## config.mk

```make
export PLATFORM = sky130hd
export DESIGN_NAME = voq_sched_ctrl
export DESIGN_NICKNAME = d
export VERILOG_FILES = /design/src/rtl/voq_sched_ctrl.sv
export SDC_FILE = /design/constraint.sdc
export NUM_CORES = 1
export LEC_CHECK = 0
export ABC_AREA = 1
export BUFFER_PORTS_ARGS = -buffer_cell sky130_fd_sc_hd__buf_2
export CAP_MARGIN = 20
export CORE_MARGIN = 10
export CORE_UTILIZATION = 60
export CTS_CLUSTER_SIZE = 14
export DETAILED_ROUTE_END_ITERATION = 10
export PLACE_DENSITY_LB_ADDON = 0.05
export SYNTH_ARGS = -nofsm -noshare
export SYNTH_HDL_FRONTEND = slang
export SYNTH_SLANG_ARGS = --single-unit
```

## constraint.sdc

```tcl
create_clock -name clk -period 7.7 [get_ports clk]
set_input_delay 1.925 -clock clk [delete_from_list [all_inputs] [get_ports clk]]
set_output_delay 1.925 -clock clk [all_outputs]
set_load 0.01 [all_outputs]
```

## src/rtl/voq_sched_ctrl.sv

```systemverilog
// VOQ bookkeeping and crossbar sequencing around an external matcher.
// Counts cells per (in,out) pair, requests, applies grants, holds the xbar.
module voq_sched_ctrl #(
  parameter int N           = 4,
  parameter int LOGN        = 2,
  parameter int CNTW        = 8,
  parameter int CELL_CYCLES = 4,
  parameter int TMO         = 15
) (
  input  logic            clk,
  input  logic            reset,
  input  logic            i_arr_valid,
  input  logic [LOGN-1:0] i_arr_in,
  input  logic [LOGN-1:0] i_arr_out,
  output logic [N*N-1:0]  o_req,
  output logic [N-1:0]    o_input_idle,
  output logic [N-1:0]    o_output_idle,
  input  logic            i_grant_valid,
  input  logic [N*N-1:0]  i_acc_grant,
  output logic [N*N-1:0]  o_xbar_cfg,
  output logic [N-1:0]    o_deq,
  output logic            o_drop,
  output logic            o_grant_err,
  output logic            o_busy
);

  localparam int XW = $clog2(CELL_CYCLES + 1);

  typedef enum logic [1:0] {
    IDLE,
    REQUEST,
    TRANSFER,
    GAP
  } state_t;

  state_t          state, state_nx;
  logic [CNTW-1:0] cnt [N*N];
  logic [N*N-1:0]  nz;
  logic [N*N-1:0]  eff;
  logic [N*N-1:0]  inc_v;
  logic [N*N-1:0]  dec_v;
  logic [N*N-1:0]  xbar_q;
  logic [N-1:0]    deq_q;
  logic [N-1:0]    deq_nx;
  logic            drop_q;
  logic            err_q;
  logic [3:0]      tmo_q;
  logic [XW-1:0]   xfer_q;
  logic            legal;
  logic            apply;
  logic            bad;
  logic            in_req;

  assign in_req = (state == REQUEST);
  assign apply  = in_req && i_grant_valid && legal;
  assign bad    = in_req && i_grant_valid && !legal;
  assign eff    = i_acc_grant & nz;
  assign dec_v  = apply ? eff : '0;

  always_comb begin
    nz    = '0;
    inc_v = '0;
    for (int k = 0; k < N*N; k++) begin
      nz[k]    = |cnt[k];
      inc_v[k] = i_arr_valid &&
                 ((int'(i_arr_in) * N + int'(i_arr_out)) == k);
    end
  end

  // Legal when no two grant bits share a row or a column.
  always_comb begin
    legal = 1'b1;
    for (int r = 0; r < N; r++) begin
      for (int a = 0; a < N; a++) begin
        for (int b = a + 1; b < N; b++) begin
          if (i_acc_grant[r*N+a] && i_acc_grant[r*N+b])
            legal = 1'b0;
          if (i_acc_grant[a*N+r] && i_acc_grant[b*N+r])
            legal = 1'b0;
        end
      end
    end
  end

  always_comb begin
    deq_nx = '0;
    for (int i = 0; i < N; i++)
      deq_nx[i] = |dec_v[i*N +: N];
  end

  always_ff @(posedge clk or negedge reset) begin
    if (!reset) begin
      for (int k = 0; k < N*N; k++)
        cnt[k] <= '0;
      drop_q <= 1'b0;
    end else begin
      drop_q <= 1'b0;
      for (int k = 0; k < N*N; k++) begin
        if (inc_v[k] && !dec_v[k]) begin
          if (&cnt[k])
            drop_q <= 1'b1;
          else
            cnt[k] <= cnt[k] + CNTW'(1);
        end else if (dec_v[k] && !inc_v[k]) begin
          cnt[k] <= cnt[k] - CNTW'(1);
        end
      end
    end
  end

  always_ff @(posedge clk or negedge reset) begin
    if (!reset)
      state <= IDLE;
    else
      state <= state_nx;
  end

  always_comb begin
    state_nx = state;
    unique case (state)
      IDLE:
        if (|nz)
          state_nx = REQUEST;
      REQUEST:
        if (apply)
          state_nx = TRANSFER;
        else if (bad)
          state_nx = IDLE;
        else if (!i_grant_valid && tmo_q == 4'(TMO - 1))
          state_nx = IDLE;
      TRANSFER:
        if (xfer_q == XW'(CELL_CYCLES - 1))
          state_nx = GAP;
      GAP:
        state_nx = IDLE;
      default:
        state_nx = IDLE;
    endcase
  end

  always_ff @(posedge clk or negedge reset) begin
    if (!reset) begin
      tmo_q  <= '0;
      xfer_q <= '0;
      xbar_q <= '0;
      deq_q  <= '0;
      err_q  <= 1'b0;
    end else begin
      tmo_q  <= in_req ? tmo_q + 4'd1 : 4'd0;
      xfer_q <= (state == TRANSFER) ? xfer_q + XW'(1) : '0;
      deq_q  <= deq_nx;
      err_q  <= bad;
      if (apply)
        xbar_q <= eff;
    end
  end

  assign o_req         = in_req ? nz : '0;
  assign o_input_idle  = in_req ? '1 : '0;
  assign o_output_idle = in_req ? '1 : '0;
  assign o_xbar_cfg    = (state == TRANSFER) ? xbar_q : '0;
  assign o_deq         = deq_q;
  assign o_drop        = drop_q;
  assign o_grant_err   = err_q;
  assign o_busy        = (state != IDLE);

endmodule

```

==> flow_summary.ini, run 1 <==
[timing]
rsz0062_at_grt = no
setup_slack_ps = 2820
fin_worst_skew_ps = 9.498
setup_viol = 0
fin_tns_setup_ps = 0
period_share_pct = 63.38
fin_hold_ws_ps = 442.4
finalHoldViolCount = 0
fin_crit_ps = 4880
worst_pin_slew_ps = 947.2
slew_headroom_pct = 36.33
slew_viol_final = 0
fmax_mhz = 204.9

[route]
drc = 0
wl_met2_um = 13070
via_per_inst = 5.369
wl_met1_um = 13360
routedWlPerCell_um = 14.69
ant_nets = 0
top_layer_used = met4
drt_pass1_iterations = 5
num_vias = 10520
drt-initial-drc-count = 751
wl_met3_um = 1424
wirelength_um = 28770

[cts]
cts.sinks = 159
numCtsBuffers = 17
postCtsSetupRepairBufs = 0
cts_buffer_depth = 2
cts_tree = done
root_buffer = clkbuf_16
cts_hold_buf = 0
insertion_delay_ps = 430
clkTransAtPathRegs_ps = 60
cts_max_level = 4
cts_resized = 0

[placement]
dp_hpwl_um = 22260
io_buffers = 70
gp_routability_congestion = 0.9201
dpl.cell_count = 1924
post-place-ws_ps = 2426

[global_routing]
antenna_found_initial = 2
grt_pass1_vias = 10080
grt_pass1_wl_um = 48320
grt_max_degree = 92
grt-ovfl-total = 0
grt_use_total_pct = 22.11

[yosys]
seq_area_frac_synth_pct = 32.63
syn_inst = 1613
yosysWarnings = 0
synth_fp_nets = 1753
syn_area_um2 = 12200
syn_avg_cell_area_um2 = 7.561
ys_ff_latch = 159
ys_types = 38

[min_path]
hp-class = reg2reg
hold_depth = 1

[layout]
area_growth_pct = 8.310
seqCellArea_um2 = 3979
drive_gt1_share_pct = 9.431
multi_input_area_um2 = 6984
fill_cells = 1783
finalNetCount = 1813
final_cells = 1959

[setup_path]
arrival_ps = 5220
cp_max_fo = 17
end_kind = flop
crit_path_start_kind = input port
path_class = in2reg
required_ps = 8040
r2r_cells = 15

[power]
power_density_nw_per_um2 = 375.6
vdd_drop_max_uv = 213.8
leakagePower_nw = 6.609

[floorplanning]
die_w_um = 162.6
std_cell_rows = 52
start_util_pct = 60.66
core_area_um2 = 20100
io_pins = 71
fp.dieArea_um2 = 26430
die_h_um = 162.6

[job]
drv_cap = 0

[outcome]
status = complete, no violations
worst max-delay path, cell delays in order:
cell	delay, ps
buf_2	140
nor2_2	140
nand2_1	60
nand2_1	60
nand2_1	70
nor2_2	110
nand2_2	80
nor2_4	560
nand3_1	390
nand2_1	410
ha_1	350
a21oi_1	140
nand2_1	110
a21oi_1	150
nor2_1	60
nor2_1	130
xor2_1	170
nand2_1	70
o21ai_0	90
synth_stat cells:
| library cell | number | share of area (%) |
|---|---|---|
| fa_1 | 16 | 2.6 |
| xnor2_1 | 8 | 0.57 |
| inv_1 | 259 | 8.0 |
| buf_2 | 7 | 0.29 |
| clkbuf_1 | 5 | 0.15 |
| o21bai_2 | 4 | 0.37 |
| o21ai_0 | 57 | 2.3 |
| buf_6 | 8 | 0.74 |
| ha_1 | 100 | 10 |
| a41oi_1 | 2 | 0.14 |
| or2_4 | 1 | 0.072 |
| buf_12 | 2 | 0.33 |
| nand2_2 | 8 | 0.41 |
| dfrtp_1 | 159 | 33 |
| buf_4 | 9 | 0.55 |
| o21a_1 | 1 | 0.062 |
| nand3_1 | 85 | 3.5 |
| inv_2 | 3 | 0.092 |
| nand3_2 | 1 | 0.082 |
| clkinv_1 | 1 | 0.031 |
| o21ai_1 | 55 | 2.3 |
| o21ai_2 | 15 | 1.1 |
| xor2_1 | 89 | 6.4 |
| o31ai_1 | 14 | 0.86 |
| or2_2 | 2 | 0.10 |
| a21oi_1 | 116 | 4.8 |
| nor2_4 | 3 | 0.28 |
| nand2_1 | 275 | 8.5 |
| nand3_4 | 9 | 1.3 |
| nand2_4 | 1 | 0.092 |
| nor4_1 | 12 | 0.62 |
| nor2_1 | 186 | 5.7 |
| nor3_1 | 29 | 1.2 |
| o221ai_1 | 1 | 0.072 |
| nand3b_1 | 2 | 0.12 |
| nand4_1 | 57 | 2.9 |
| nor2_2 | 9 | 0.46 |
| a31oi_1 | 2 | 0.10 |
worst paths after layout:
check                        endpoint  slack (ps)           start
max                           cnt[13]        2820  i_acc_grant[3]
min                         xfer_q[0]         440       xfer_q[0]
max reg2reg                   cnt[13]        3930        state[0]
min reg2reg                 xfer_q[0]         440       xfer_q[0]
max in group asynchronous  xbar_q[15]        4780           reset
min in group asynchronous     cnt[36]        1520           reset
report_power, final:
group	internal, mW	leakage, nW	switching, mW	total [mW]
clock	0.449	0.261	0.343	0.791
sequential	1.18	1.87	0.365	1.55
combinational	1.07	4.48	1.55	2.62
kinds of logic (layout without fill, tap and decap cells):
logic type / after synthesis / in the layout / share of synthesized area, %
other: 0 / 3 / 0
AOI/OAI and AO/OA: 267 / 267 / 12.04
adders and majority gates: 116 / 116 / 12.89
xor gates and xnor gates: 97 / 97 / 6.966
and+or+nand+nor: 680 / 680 / 25.32
DFF: 159 / 159 / 32.63
buffers and inverters: 294 / 367 / 10.16
layout make-up:
cell class,count,area share (%)
clock inverters,12,0.7199
clock buffers,20,3.382
diodes,3,0.05683
well taps,270,2.558
multi-input cells,1160,52.87
repair buffers,72,2.813
inverters,263,7.474
flip-flops and latches,159,30.12
per-layer routing:
metal	GRT usage, %	vias to the layer above
met2	35.48	213
met5	0	-
li1	-	5407
met4	7.951	0
met1	29.19	4842
met3	4.323	55
sequential cells by signal, indices dropped and copies added (netlist names), named ones only:
register,count
o_deq,4
state,1
o_grant_err,1
xbar_q,16
cnt,128
o_drop,1
tmo_q,4
xfer_q,3
through the flow:
step	power (mW)	area, µm²	utilization [%]
finish	4.961	13210	65.70
global placement	4.096	12660	62.97
detailed placement	4.153	12660	62.97
global route	5.482	13200	65.68
CTS	4.979	13200	65.66
floorplan	3.602	12200	-
placed cells by master, fill, tap and decap left out, types with 7 or more instances in the layout:
cell,count
xnor2_1,8
nor2_1,186
nor2_2,9
nand2_1,275
buf_2,69
xor2_1,89
o21ai_0,57
dfrtp_1,159
clkbuf_16,17
a21oi_1,116
nor3_1,29
inv_1,259
o21ai_2,15
nand2_2,8
nand4_1,57
nor4_1,11
o21ai_1,55
clkinv_2,7
o31ai_1,14
ha_1,100
fa_1,16
nand3_4,9
nand3_1,85
(Power assumes the default switching activity.)
==> inputs of run 2 (changes only) <==
--- a/config.mk
+++ b/config.mk
@@ -9,7 +9,7 @@
 export BUFFER_PORTS_ARGS = -buffer_cell sky130_fd_sc_hd__buf_2
 export CAP_MARGIN = 20
 export CORE_MARGIN = 10
-export CORE_UTILIZATION = 60
+export CORE_UTILIZATION = 57
 export CTS_CLUSTER_SIZE = 14
 export DETAILED_ROUTE_END_ITERATION = 10
 export PLACE_DENSITY_LB_ADDON = 0.05
==> constraint.sdc (replaced) <==
create_clock -name clk -period 4.4 [get_ports clk]
set_input_delay 1.1 -clock clk [delete_from_list [all_inputs] [get_ports clk]]
set_output_delay 1.1 -clock clk [all_outputs]
set_load 0.01 [all_outputs]
==> run 2 against run 1 <==
Compared with the run above: setup slack worse by 2200 ps; wire length up 2.1%; largest cell class unchanged; critical endpoint is now cnt[45]; via count about the same.
==> flow_summary.ini, run 2 (same netlist as run 1, synthesis figures left out) <==
[global_routing]
grt_use_total_pct = 21.16
grt-ovfl-total = 0
grt_pass1_wl_um = 49130
grt_max_degree = 85
grt_pass1_vias = 9934
antenna_found_initial = 0

[setup_path]
slowest_delay_ps = 400
crit_top_cell = nand2_1
crit_buf_inv = 2
path_class = in2reg
end_kind = flop
required_ps = 4750
crit_path_start_kind = input port
crit_family = simple AND/OR/NAND/NOR gates
cp_max_fo = 9
arrival_ps = 4130
crit_chain = buf_2 -> o21ai_0 -> nand2_1 -> nor2_1 -> nand3_2 -> nor2_4 -> buf_4 -> nand3_1 -> nand2_1 -> ha_1 -> a21oi_1 -> nand2_1 -> a21oi_1 -> nor2_1 -> nor2_1 -> xor2_1 -> nand2_1 -> o21ai_0
crit_slowest_cell = nand2_1

[timing]
worst_pin_slew_ps = 848.8
setup_slack_ps = 614.6
fin_tns_setup_ps = 0
fmax_mhz = 264.2
fin_worst_skew_ps = 8.997
rsz0062_at_grt = no
setup_viol = 0
fin_crit_ps = 3785
period_share_pct = 86.03
slew_headroom_pct = 43.35
finalHoldViolCount = 0
slew_viol_final = 0
fin_hold_ws_ps = 434.7

[route]
drt-initial-drc-count = 729
drt_pass1_iterations = 5
wl_met3_um = 980
num_vias = 10520
wirelength_um = 29380
ant_nets = 0
routedWlPerCell_um = 14.92
wl_met1_um = 14050
via_per_inst = 5.342
wl_met2_um = 13780
drc = 0
top_layer_used = met4

[layout]
largest-register = cnt
top_regs = cnt: 128 flops, xbar_q: 16 flops
finalNetCount = 1821
layout_commonest_cell = nand2_1
layout_common_cells = 275 x nand2_1, 259 x inv_1, 186 x nor2_1, 159 x dfrtp_1, 116 x a21oi_1
fin_util_pct = 63.23
fill_cells = 1910
antenna_cells = 0
area_growth_pct = 8.997
largest_reg_flops = 128
final_area_um2 = 13290
drive_gt1_share_pct = 9.917
final_cells = 1969

[cts]
numCtsBuffers = 17
cts_buffer_depth = 2
postCtsSetupRepairBufs = 0
cts_max_level = 4
insertion_delay_ps = 430
cts.sinks = 159
cts_tree = done
clkTransAtPathRegs_ps = 70
cts_resized = 0
cts_hold_buf = 0
root_buffer = clkbuf_16

[floorplanning]
io_pins = 71
die_w_um = 166.3
core_area_um2 = 21020
fp.dieArea_um2 = 27650
std_cell_rows = 53
start_util_pct = 58.01
die_h_um = 166.3

[placement]
io_buffers = 70
dp_hpwl_um = 22790
dpl.cell_count = 1937
postPlaceCellArea_um2 = 12740
gp_routability_congestion = 0.9127
post-place-ws_ps = 233.5

[min_path]
hp-class = reg2reg

[power]
vdd_drop_max_uv = 346.0
leakagePower_nw = 6.666
power_density_nw_per_um2 = 655.8
power_mw = 8.718

[outcome]
status = complete, no violations

[job]
drv_cap = 0
[run 2: cell types whose count changed in the layout (fill, tap and decap cells not counted)]
cell | before | now
inv_6 | 0 | 5
clkinvlp_4 | 4 | 1
clkbuf_8 | 1 | 0
clkinv_2 | 7 | 1
bufinv_16 | 1 | 0
clkinv_4 | 0 | 4
diode_2 | 3 | 0
clkbuf_1 | 2 | 1
buf_12 | 0 | 1
buf_4 | 2 | 9
inv_8 | 0 | 3
[run 2: worst register-to-register path, stage by stage, from the launching register on]
cell     delay [ps]
dfrtp_1         350
inv_1            90
nor2_4          230
inv_2           280
nor2_4          440
nand3_1         350
nand2_1         440
ha_1            380
a21oi_1         170
nand2_1         100
a21oi_1         140
nor2_1           50
nor2_1          120
xor2_1          160
nand2_1          60
o21ai_0          90
[run 2: cell type report]
cell class,instances,area [µm²],share of cell area (%)
multi-input cells,1160,6984,52.54
flip-flops and latches,159,3979,29.93
inverters,263,987.2,7.427
repair buffers,80,444.2,3.342
clock buffers,18,429.2,3.229
well taps,275,344.1,2.588
clock inverters,14,125.1,0.9413
[run 2: power breakdown]
| group | switching [mW] | internal (mW) |
|---|---|---|
| Combinational | 2.71 | 1.88 |
| Sequential | 0.638 | 2.07 |
| Clock | 0.671 | 0.745 |
| Total | 4.02 | 4.69 |
[run 2: worst paths after layout]
check / startpoint / to / slack, ps / cells past startpoint
max in group asynchronous: reset / cnt[18] / 2770 / 2
hold / removal: xfer_q[0] / xfer_q[0] / 430 / 1
setup reg to reg: state[0] / cnt[30] / 890 / 15
setup / recovery: i_acc_grant[8] / cnt[45] / 610 / 18
hold reg to reg: xfer_q[0] / xfer_q[0] / 430 / 1
min in group asynchronous: reset / cnt[33] / 740 / 1
[run 2: metal layers]
metal,vias to the layer above,GRT usage (%)
li1,5421,-
met4,0,6.071
met5,-,0
met2,159,34.66
met1,4907,27.95
met3,32,3.881
